===== src/rtl/mem_wb_writeback.sv =====
// Memory/writeback boundary: captures the memory-stage result, formats load data,
// issues exactly one register-file write per instruction and counts retirements.
module mem_wb_writeback #(
  parameter int XLEN = 64
) (
  input  logic            clk,
  input  logic            reset,
  input  logic            mem_done,
  input  logic [XLEN-1:0] alu_data,
  input  logic [XLEN-1:0] load_data,
  input  logic [2:0]      mem_addr_lo,
  input  logic [1:0]      mem_size,
  input  logic            mem_unsigned,
  input  logic            is_load,
  input  logic            reg_write,
  input  logic [4:0]      rd,
  input  logic            wb_stall,
  output logic            mem_wb_valid,
  output logic            rf_we,
  output logic [4:0]      rf_waddr,
  output logic [XLEN-1:0] rf_wdata,
  output logic            misaligned_load,
  output logic [63:0]     instret
);

  typedef enum logic [1:0] {
    EMPTY = 2'd0,
    WRITE = 2'd1,
    DRAIN = 2'd2
  } state_t;

  state_t          state;
  logic [XLEN-1:0] alu_data_q;
  logic [XLEN-1:0] load_fmt_q;
  logic            is_load_q;
  logic            reg_write_q;
  logic [4:0]      rd_q;
  logic            misaligned_q;

  logic [XLEN-1:0] load_shifted;
  logic [XLEN-1:0] load_fmt;
  logic            misaligned;

  assign load_shifted = load_data >> {mem_addr_lo, 3'b000};

  always_comb begin
    load_fmt = load_shifted;
    case (mem_size)
      2'd0: load_fmt = mem_unsigned ? {{(XLEN-8){1'b0}}, load_shifted[7:0]}
                                    : {{(XLEN-8){load_shifted[7]}}, load_shifted[7:0]};
      2'd1: load_fmt = mem_unsigned ? {{(XLEN-16){1'b0}}, load_shifted[15:0]}
                                    : {{(XLEN-16){load_shifted[15]}}, load_shifted[15:0]};
      2'd2: load_fmt = mem_unsigned ? {{(XLEN-32){1'b0}}, load_shifted[31:0]}
                                    : {{(XLEN-32){load_shifted[31]}}, load_shifted[31:0]};
      default: load_fmt = load_shifted;
    endcase
  end

  always_comb begin
    misaligned = 1'b0;
    case (mem_size)
      2'd1:    misaligned = mem_addr_lo[0];
      2'd2:    misaligned = |mem_addr_lo[1:0];
      2'd3:    misaligned = |mem_addr_lo;
      default: misaligned = 1'b0;
    endcase
    misaligned = misaligned & is_load;
  end

  always_ff @(posedge clk) begin
    if (reset) begin
      state        <= EMPTY;
      mem_wb_valid <= 1'b0;
      alu_data_q   <= '0;
      load_fmt_q   <= '0;
      is_load_q    <= 1'b0;
      reg_write_q  <= 1'b0;
      rd_q         <= '0;
      misaligned_q <= 1'b0;
      instret      <= '0;
    end else begin
      case (state)
        EMPTY: begin
          if (mem_done) begin
            alu_data_q   <= alu_data;
            load_fmt_q   <= load_fmt;
            is_load_q    <= is_load;
            reg_write_q  <= reg_write;
            rd_q         <= rd;
            misaligned_q <= misaligned;
            mem_wb_valid <= 1'b1;
            state        <= WRITE;
          end
        end
        WRITE: begin
          if (!wb_stall) begin
            if (!misaligned_q) instret <= instret + 64'd1;
            // A still-asserted mem_done belongs to this instruction; wait it out in DRAIN.
            if (mem_done) begin
              state <= DRAIN;
            end else begin
              state        <= EMPTY;
              mem_wb_valid <= 1'b0;
            end
          end
        end
        DRAIN: begin
          if (!mem_done) begin
            state        <= EMPTY;
            mem_wb_valid <= 1'b0;
          end
        end
        default: begin
          state        <= EMPTY;
          mem_wb_valid <= 1'b0;
        end
      endcase
    end
  end

  assign rf_we = (state == WRITE) & reg_write_q & (rd_q != 5'd0) & ~misaligned_q & ~wb_stall;
  assign rf_waddr = rd_q;
  assign rf_wdata = is_load_q ? load_fmt_q : alu_data_q;
  assign misaligned_load = misaligned_q & (state != EMPTY);

endmodule


===== config.mk =====
export PLATFORM = sky130hd
export DESIGN_NAME = mem_wb_writeback
export DESIGN_NICKNAME = d
export VERILOG_FILES = /design/src/rtl/mem_wb_writeback.sv
export SDC_FILE = /design/constraint.sdc
export NUM_CORES = 1
export LEC_CHECK = 0
export CORE_AREA = 4 4 167 169
export DETAILED_ROUTE_END_ITERATION = 6
export DIE_AREA = 0 0 171 173
export PLACE_DENSITY = 0.73
export SYNTH_ARGS = -nofsm -noshare
export SYNTH_HDL_FRONTEND = slang
export SYNTH_SLANG_ARGS = --single-unit

===== constraint.sdc =====
create_clock -name clk -period 2.8 [get_ports clk]
set_input_delay 0.28 -clock clk [delete_from_list [all_inputs] [get_ports clk]]
set_output_delay 0.28 -clock clk [all_outputs]
set_load 0.05 [all_outputs]

==> run metrics, run 1 <==
run status finished clean; Leak Pwr around 5.2 nW; Vias around 10000; antenna violations before repair 1; cell type with the highest aggregate area in the netlist sky130_fd_sc_hd__dfxtp_1; Resize count post-CTS 0; die span in x 171 microns; fraction of the yosys area taken by sequential cells 0.392; number of instances in the synthesized netlist 1265; post-route DRC violation count 0; Warnings, synthesis 0; RSZ-0062 raised after global routing false; CTS tree done; Setup Buffers After CTS 0; EDFF count, synth 0; worst hold path type input pin to flop; effective utilization at floorplan 0.390; met1 demand-to-capacity share in global routing 0.291; crit path capture type primary output; number of ports placed on the die boundary between 200 and 300; reported max-cap violation count 0; cell area after placement about 14000 sq um; cts bufs inserted 25; synthesized area between 10000 and 15000 sq um; power density relative to cell area ~570 nW/um^2; maximum root-to-sink buffer count 3; number of library cell types mapped by synthesis between 40 and 50; area growth from synthesis to layout 38.4%; post-synth top area share 0.392; placement row count 60; 1st-iter DRT viols between 700 and 800; arrival time reported for the critical path endpoint between 2 and 2.5 ns; Max-Slew Margin vs Limit 0.246; number of nets in the layout 1662; met2 layer usage reported by global route 0.361; fillers about 2500; total congestion overflow after global routing 0; global-route wire length before repair about 53000 microns; setup TNS 0 ns; source-to-sink clock delay at the later pin of the worst-skew pair ~0.52 ns; Total Routed Length roughly 35000 microns; required time worst endpoint ~2.5 ns; global-route usage over all layers 0.220; Root Buffer Master sky130_fd_sc_hd__clkbuf_16; maximum clock frequency 0.376 GHz; Crit path largest cell delay approximately 0.7 ns; RePlAce Congestion 0.941; area of all placed cells without fillers roughly 14000 sq um; element type at the critical path start flop; post-cts hold buffer count 0; number of global-route vias before repair ~9800; CTS HTree Levels 1; minimum clock period after layout ~2.7 ns; largest voltage drop on the vdd net 449 uV; capturing instance or port of the critical path rf_wdata[37]; worst setup path class flop to primary output; Post-Synthesis Mean Instance Area slightly above 8 sq um; met3 capacity usage during global routing 0.0519; final standard cell utilization of the core 0.540; core box area between 20000 and 30000 sq um; Post-Syn Nets about 1400; post-synthesis register bit count 203; Setup Viol. Count Final 0; share of synthesized flip-flops with an asynchronous set or reset 0; Routed WL per cell approximately 19 microns; # port buffers 280; share of the clock period used by the worst path after layout 0.949; dpl hpwl between 20000 and 30000 microns; sequential cell area ~4100 sq um; Worst R2R Path Depth 6; Antenna Diode Count 0; CP cell instances buf_4, mux2_2, clkdlybuf4s50_1; area of the die 29600 sq um; pins over their slew limit 0; share of final-layout standard cells stronger than drive strength 1 0.127; maximum number of pins on one net before global-route repair roughly 150; via count normalized by instance count 5.51; clock skew after layout between 0.015 and 0.02 ns; critical-path maximum fanout 32; busiest metal layer after global routing met2; worst-margin pin slew 1.13 ns; total power of the final layout 8.12 mW; worst reg2reg path endpoint instret[61]; primary flip-flop cell chosen by synthesis mapping sky130_fd_sc_hd__dfxtp_1; floorplan die height 173 microns; clock-pin slew reported for the worst setup and hold paths after clock tree synthesis about 0.06 ns; Critical Path Source is_load_q; antenna-violating nets left 0; number of clock sinks slightly above 200; multi-input gate area in the final layout just under 6000 sq um; worst reg2reg setup slack around 0.42 ns; slowest CP cell sky130_fd_sc_hd__clkdlybuf4s50_1; number of hold violations in the final report 0; top post-synthesis cells by area sky130_fd_sc_hd__dfxtp_1 39%, sky130_fd_sc_hd__mux2_2 9.4%, sky130_fd_sc_hd__nand2_1 8.8%; Critical R2R Launch instret[29]; first-pass iteration count of the detailed router 5
==> cell usage after synthesis, drive strengths merged (6+ instances only) <==
cell type,n
buf,21
xnor2,13
clkbuf,73
nor3,11
o2bb2ai,7
and4,6
or4,26
or2,9
dfxtp,203
mux2i,48
a31oi,7
or3,14
a21oi,124
nand4,19
nand2,242
o21ai,34
and3,14
xor2,10
nor2,116
a211oi,78
mux2,87
nand3,28
o31ai,26
and2,8
inv,11
==> stage by stage <==
step                setup slack [ns]  instances  hold slack (ns)
floorplan                      0.291       1265            0.416
global placement              0.0138       1826            0.439
detailed placement            -0.107       1826            0.444
CTS                            0.103       1871            0.249
global route                  0.0589       1871            0.285
finish                         0.144       1871            0.270
==> cells by family (layout without fill, tap and decap cells) <==
family / count (synthesis) / count (layout) / share of synthesized area
flip-flops: 203 / 203 / 0.392
buffers and inverters: 105 / 370 / 0.0399
AND/OR/NAND/NOR: 509 / 509 / 0.227
XOR/XNOR: 23 / 23 / 0.0194
multiplexers: 139 / 139 / 0.149
AO/OA/AOI/OAI: 281 / 281 / 0.167
adder cells (fa/ha/maj): 5 / 5 / 0.00603
==> sequential cells by signal (all words and copies together) (netlist names) <==
register,count
rf_waddr,5
is_load_q,1
load_fmt_q,64
mem_wb_valid,1
state,2
instret,64
alu_data_q,64
misaligned_q,1
reg_write_q,1
==> power by group <==
group | leakage (nW) | total, mW | internal [mW] | switching [mW]
clock | 0.387 | 3.20 | 1.87 | 1.33
combinational | 3.14 | 1.72 | 0.707 | 1.02
sequential | 1.66 | 3.20 | 3.07 | 0.122
==> layout by cell type, fill, tap and decap left out, drive strengths merged, types with 6 or more instances in the layout <==
cell type	n
a31oi	7
buf	37
clkinvlp	7
xor2	10
nor3	11
and4	6
clkbuf	31
or3	14
nor2	116
dfxtp	203
o2bb2ai	7
nand2	242
a21oi	124
mux2	87
and3	14
clkdlybuf4s50	277
o31ai	26
a211oi	78
mux2i	48
nand4	19
inv	12
xnor2	13
or4	26
nand3	28
and2	8
or2	9
o21ai	34
==> routing by layer <==
| metal | up-vias | wire length, microns |
|---|---|---|
| met4 | 2 | 902 |
| li1 | 5006 | - |
| met1 | 4822 | 14800 |
| met2 | 419 | 16200 |
| met3 | 62 | 2750 |
| met5 | - | 11 |
==> critical path, delay by kind of cell, from the launching register on <==
family	cells	cell delay [ns]
buffers and inverters	2	1.08
muxes	1	0.43
DFF	1	0.32
==> cell type report <==
| type | count | share of cell area |
|---|---|---|
| multi-input cells | 957 | 0.411 |
| clock inverters | 14 | 0.00889 |
| well taps | 341 | 0.0297 |
| flip-flops and latches | 203 | 0.283 |
| clock buffers | 31 | 0.0486 |
| repair buffers | 314 | 0.215 |
| inverters | 11 | 0.00288 |
==> how the worst min path moves through the flow <==
stage	startpoint	to	slack, ns	depth (start not counted)
after floorplan	alu_data[0]	alu_data_q[0]	0.42	2
after global placement	alu_data_q[20]	alu_data_q[20]	0.44	2
after detailed placement	alu_data_q[42]	alu_data_q[42]	0.44	2
after CTS	reset	instret[1]	0.25	2
after global routing	reset	instret[1]	0.29	2
final	reset	state[1]	0.27	2
No activity file was read; power rests on OpenSTA's default activity.
==> run 2, diff against run 1 <==
ABC_AREA = 1   (was default)
CORE_AREA = 4 4 176 178   (was 4 4 167 169)
DIE_AREA = 0 0 180 182   (was 0 0 171 173)
PLACE_DENSITY = 0.66   (was 0.73)
TNS_END_PERCENT = 1   (was default)
==> run 2 against run 1 <==
Design area rose by 8.2%. Flip-flop and latch count did not move. Die area rose by 11%. Clock-buffer cell count rose by 7. Worst setup slack got worse by 0.038 ns. Fmax fell by 1.4%. Critical path depth rose by 1. Synthesized area rose by 12%. Sequential power rose by 17%. Sequential share of layout area fell by 2.1 points. Critical endpoint is now rf_wdata[44]. Largest cell class unchanged. Largest power group is now combinational logic. Highest routed layer unchanged.
==> run metrics, run 2 <==
number of hold violations in the final report 0; run status finished clean; required time worst endpoint ~2.5 ns; Routed WL per cell 16.6 microns; number of clock sinks just over 200; cell type with the highest aggregate area in the netlist sky130_fd_sc_hd__dfxtp_1; share of the clock period used by the worst path after layout 0.962; share of power burned in registers 0.332; final standard cell utilization of the core 0.528; Hold Crit Endpoint alu_data_q[63]; element type at the critical path start flop; share of synthesized flip-flops with an asynchronous set or reset 0; effective utilization at floorplan 0.396; synthesized area 11600 sq um; Critical R2R Launch state[1]; worst reg2reg path endpoint instret[40]; cell area after placement around 15000 sq um; via count normalized by instance count 5.16; Crit path largest cell delay around 0.84 ns; CTS HTree Levels 1; crit path capture type primary output; Clock power frac 0.278; multi-input gate area in the final layout ~6400 sq um; antenna violations before repair 2; primary flip-flop cell chosen by synthesis mapping sky130_fd_sc_hd__dfxtp_1; pins over their slew limit 0; number of nets in the layout between 2000 and 2500; clock skew after layout ~0.025 ns; core box area slightly below 30000 sq um; share of final-layout standard cells stronger than drive strength 1 0.0555; first-pass iteration count of the detailed router 7; power density relative to cell area about 730 nW/um^2; Total Routed Length roughly 42000 microns; worst hold path type input pin to flop; CTS tree done; post-synthesis register bit count 203; Root Buffer Master sky130_fd_sc_hd__clkbuf_16; hold_ws between 0.3 and 0.4 ns; slowest CP cell sky130_fd_sc_hd__clkdlybuf4s50_1; number of global-route vias before repair between 10000 and 15000; worst-margin pin slew between 0.7 and 0.8 ns; critical path buffer and inverter count 2; Worst R2R Path Depth 9; sequential cell area 4070 sq um; reported max-cap violation count 0; floorplan die height roughly 180 microns; worst reg2reg setup slack approximately 0.70 ns; top post-synthesis cells by area sky130_fd_sc_hd__dfxtp_1 35%, sky130_fd_sc_hd__nand2_1 15%, sky130_fd_sc_hd__o21ai_0 11%; top post-synthesis cells by count 477 x sky130_fd_sc_hd__nand2_1, 310 x sky130_fd_sc_hd__nor2_1, 250 x sky130_fd_sc_hd__o21ai_0, 203 x sky130_fd_sc_hd__dfxtp_1, 170 x sky130_fd_sc_hd__inv_1; CP cell instances buf_12, nand2_1, o21ai_0, clkdlybuf4s50_1; largest registers in the final layout alu_data_q x64, instret x64, load_fmt_q x64; delay-heaviest family, CP buffers and inverters; most numerous cell in the Yosys netlist sky130_fd_sc_hd__nand2_1; number of instances in the synthesized netlist 1882; critical-path maximum fanout around 60; antenna-violating nets left 0; Post-Syn Nets 2032; Place WS roughly 0.39 ns; area growth from synthesis to layout 33.3%; Vias approximately 13000; area of all placed cells without fillers about 16000 sq um; most used cells in the layout excluding fill and tap cells 476 x sky130_fd_sc_hd__nand2_1, 310 x sky130_fd_sc_hd__nor2_1, 250 x sky130_fd_sc_hd__o21ai_0; maximum number of pins on one net before global-route repair between 100 and 150; fillers between 2000 and 3000; Post-Synthesis Mean Instance Area 6.19 sq um; minimum clock period after layout 2.69 ns; RePlAce Congestion roughly 0.97; Max-Slew Margin vs Limit 0.505; most common library cell in the layout ignoring fill and taps sky130_fd_sc_hd__nand2_1; cell-internal power about 6.8 mW; Worst Min Path Start alu_data[63]; EDFF count, synth 0; Leak Pwr ~6.2 nW; total congestion overflow after global routing 0; largest voltage drop on the vdd net between 600 and 700 uV; arrival time reported for the critical path endpoint between 2 and 2.5 ns; switching power 4.54 mW; number of library cell types mapped by synthesis 44; placement row count 63; cts bufs inserted 25; maximum root-to-sink buffer count 3; source-to-sink clock delay at the later pin of the worst-skew pair roughly 0.53 ns; clock-pin slew reported for the worst setup and hold paths after clock tree synthesis approximately 0.060 ns; maximum clock frequency roughly 0.37 GHz; post-route DRC violation count 0; Warnings, synthesis 0; dpl cells ~2500; area of the die between 30000 and 40000 sq um; setup TNS 0 ns; post-cts hold buffer count 0; 1st-iter DRT viols between 1000 and 1500; Setup Viol. Count Final 0; total power of the final layout 11.3 mW; die span in x between 150 and 200 microns; global-route wire length before repair ~65000 microns; fraction of the yosys area taken by sequential cells 0.349; part of the power in combinational logic 0.390; # port buffers 280; fraction of power spent switching nets 0.402; worst setup path class flop to primary output; crit path setup slack, layout about 0.11 ns; number of ports placed on the die boundary 281; global-route usage over all layers 0.242; post-synth top area share 0.349; Post-Layout Cell Count 2517; dpl hpwl approximately 32000 microns; depth of the worst hold-timing path 3
[run 2: changes by cell type after synthesis, moves of 46 or more]
cell | before | now
sky130_fd_sc_hd__nand3_1 | 26 | 75
sky130_fd_sc_hd__nand2_1 | 242 | 477
sky130_fd_sc_hd__a211oi_1 | 78 | 3
sky130_fd_sc_hd__mux2i_1 | 48 | 2
sky130_fd_sc_hd__inv_1 | 9 | 170
sky130_fd_sc_hd__nor2_1 | 116 | 310
sky130_fd_sc_hd__o21ai_0 | 34 | 250
sky130_fd_sc_hd__mux2_2 | 87 | 0
[run 2: worst register-to-register path: cells and delay by family (launching register included)]
family | cells | cell delay (ns)
buffers and inverters | 2 | 0.40
adders and majority gates | 1 | 0.21
xor gates and xnor gates | 1 | 0.13
and+or+nand+nor | 5 | 0.87
DFF | 1 | 0.34
[run 2: worst max-delay path by stage]
stage / slack (ns) / from / endpoint / cells past startpoint
after detailed placement: 0.39 / mem_addr_lo[1] / load_fmt_q[20] / 10
final: 0.11 / is_load_q / rf_wdata[44] / 4
after floorplan: 0.48 / state[1] / rf_we / 8
after global placement: 0.43 / is_load_q / rf_wdata[59] / 5
after CTS: 0.007 / is_load_q / rf_wdata[47] / 4
after global routing: -0.0008 / is_load_q / rf_wdata[42] / 4
[run 2: timing repair]
action	in CTS	in global routing
gates cloned	0	0
resized for setup	12	23
endpoints found under the setup margin	12	23
setup buffers	0	0
[run 2: cells by family (layout without fill, tap and decap cells)]
kind of cell	after synthesis	in the layout	share of synthesized area
AOI/OAI and AO/OA	452	452	0.206
xor gates and xnor gates	16	16	0.0120
adders and majority gates	5	5	0.00537
buffers and inverters	282	526	0.102
DFF	203	203	0.349
muxes	2	2	0.00172
other	0	1	0
and+or+nand+nor	922	922	0.324
[run 2: layout make-up]
type                    instances  share of cell area
flip-flops and latches        203               0.262
multi-input cells            1397               0.413
inverters                     174              0.0424
clock buffers                  38              0.0473
repair buffers                308               0.200
clock inverters                 6             0.00403
well taps                     390              0.0314
diodes                          1            0.000161
[run 2: power groups by stage]
| stage | combinational [mW] | clock, mW | sequential (mW) |
|---|---|---|---|
| floorplan | 2.90 | 0 | 3.81 |
| detailed placement | 4.46 | 0 | 3.80 |
| finish | 4.41 | 3.14 | 3.75 |
| global placement | 4.43 | 0 | 3.79 |
| global route | 4.79 | 3.34 | 3.81 |
| CTS | 4.44 | 3.20 | 3.75 |
[run 2: routing by layer]
metal  up-vias  share of wire  track usage
met4         2          0.048        0.106
met5         -        0.00017            0
met2       500           0.45        0.391
met3        91          0.068       0.0433
li1       6521              -            -
met1      5866           0.44        0.319
==> run 3, diff against run 2 <==
SLEW_MARGIN = 20   (was default)
==> results of run 3 <==
The final DEF is identical to that of run 2; final timing and power are the same.
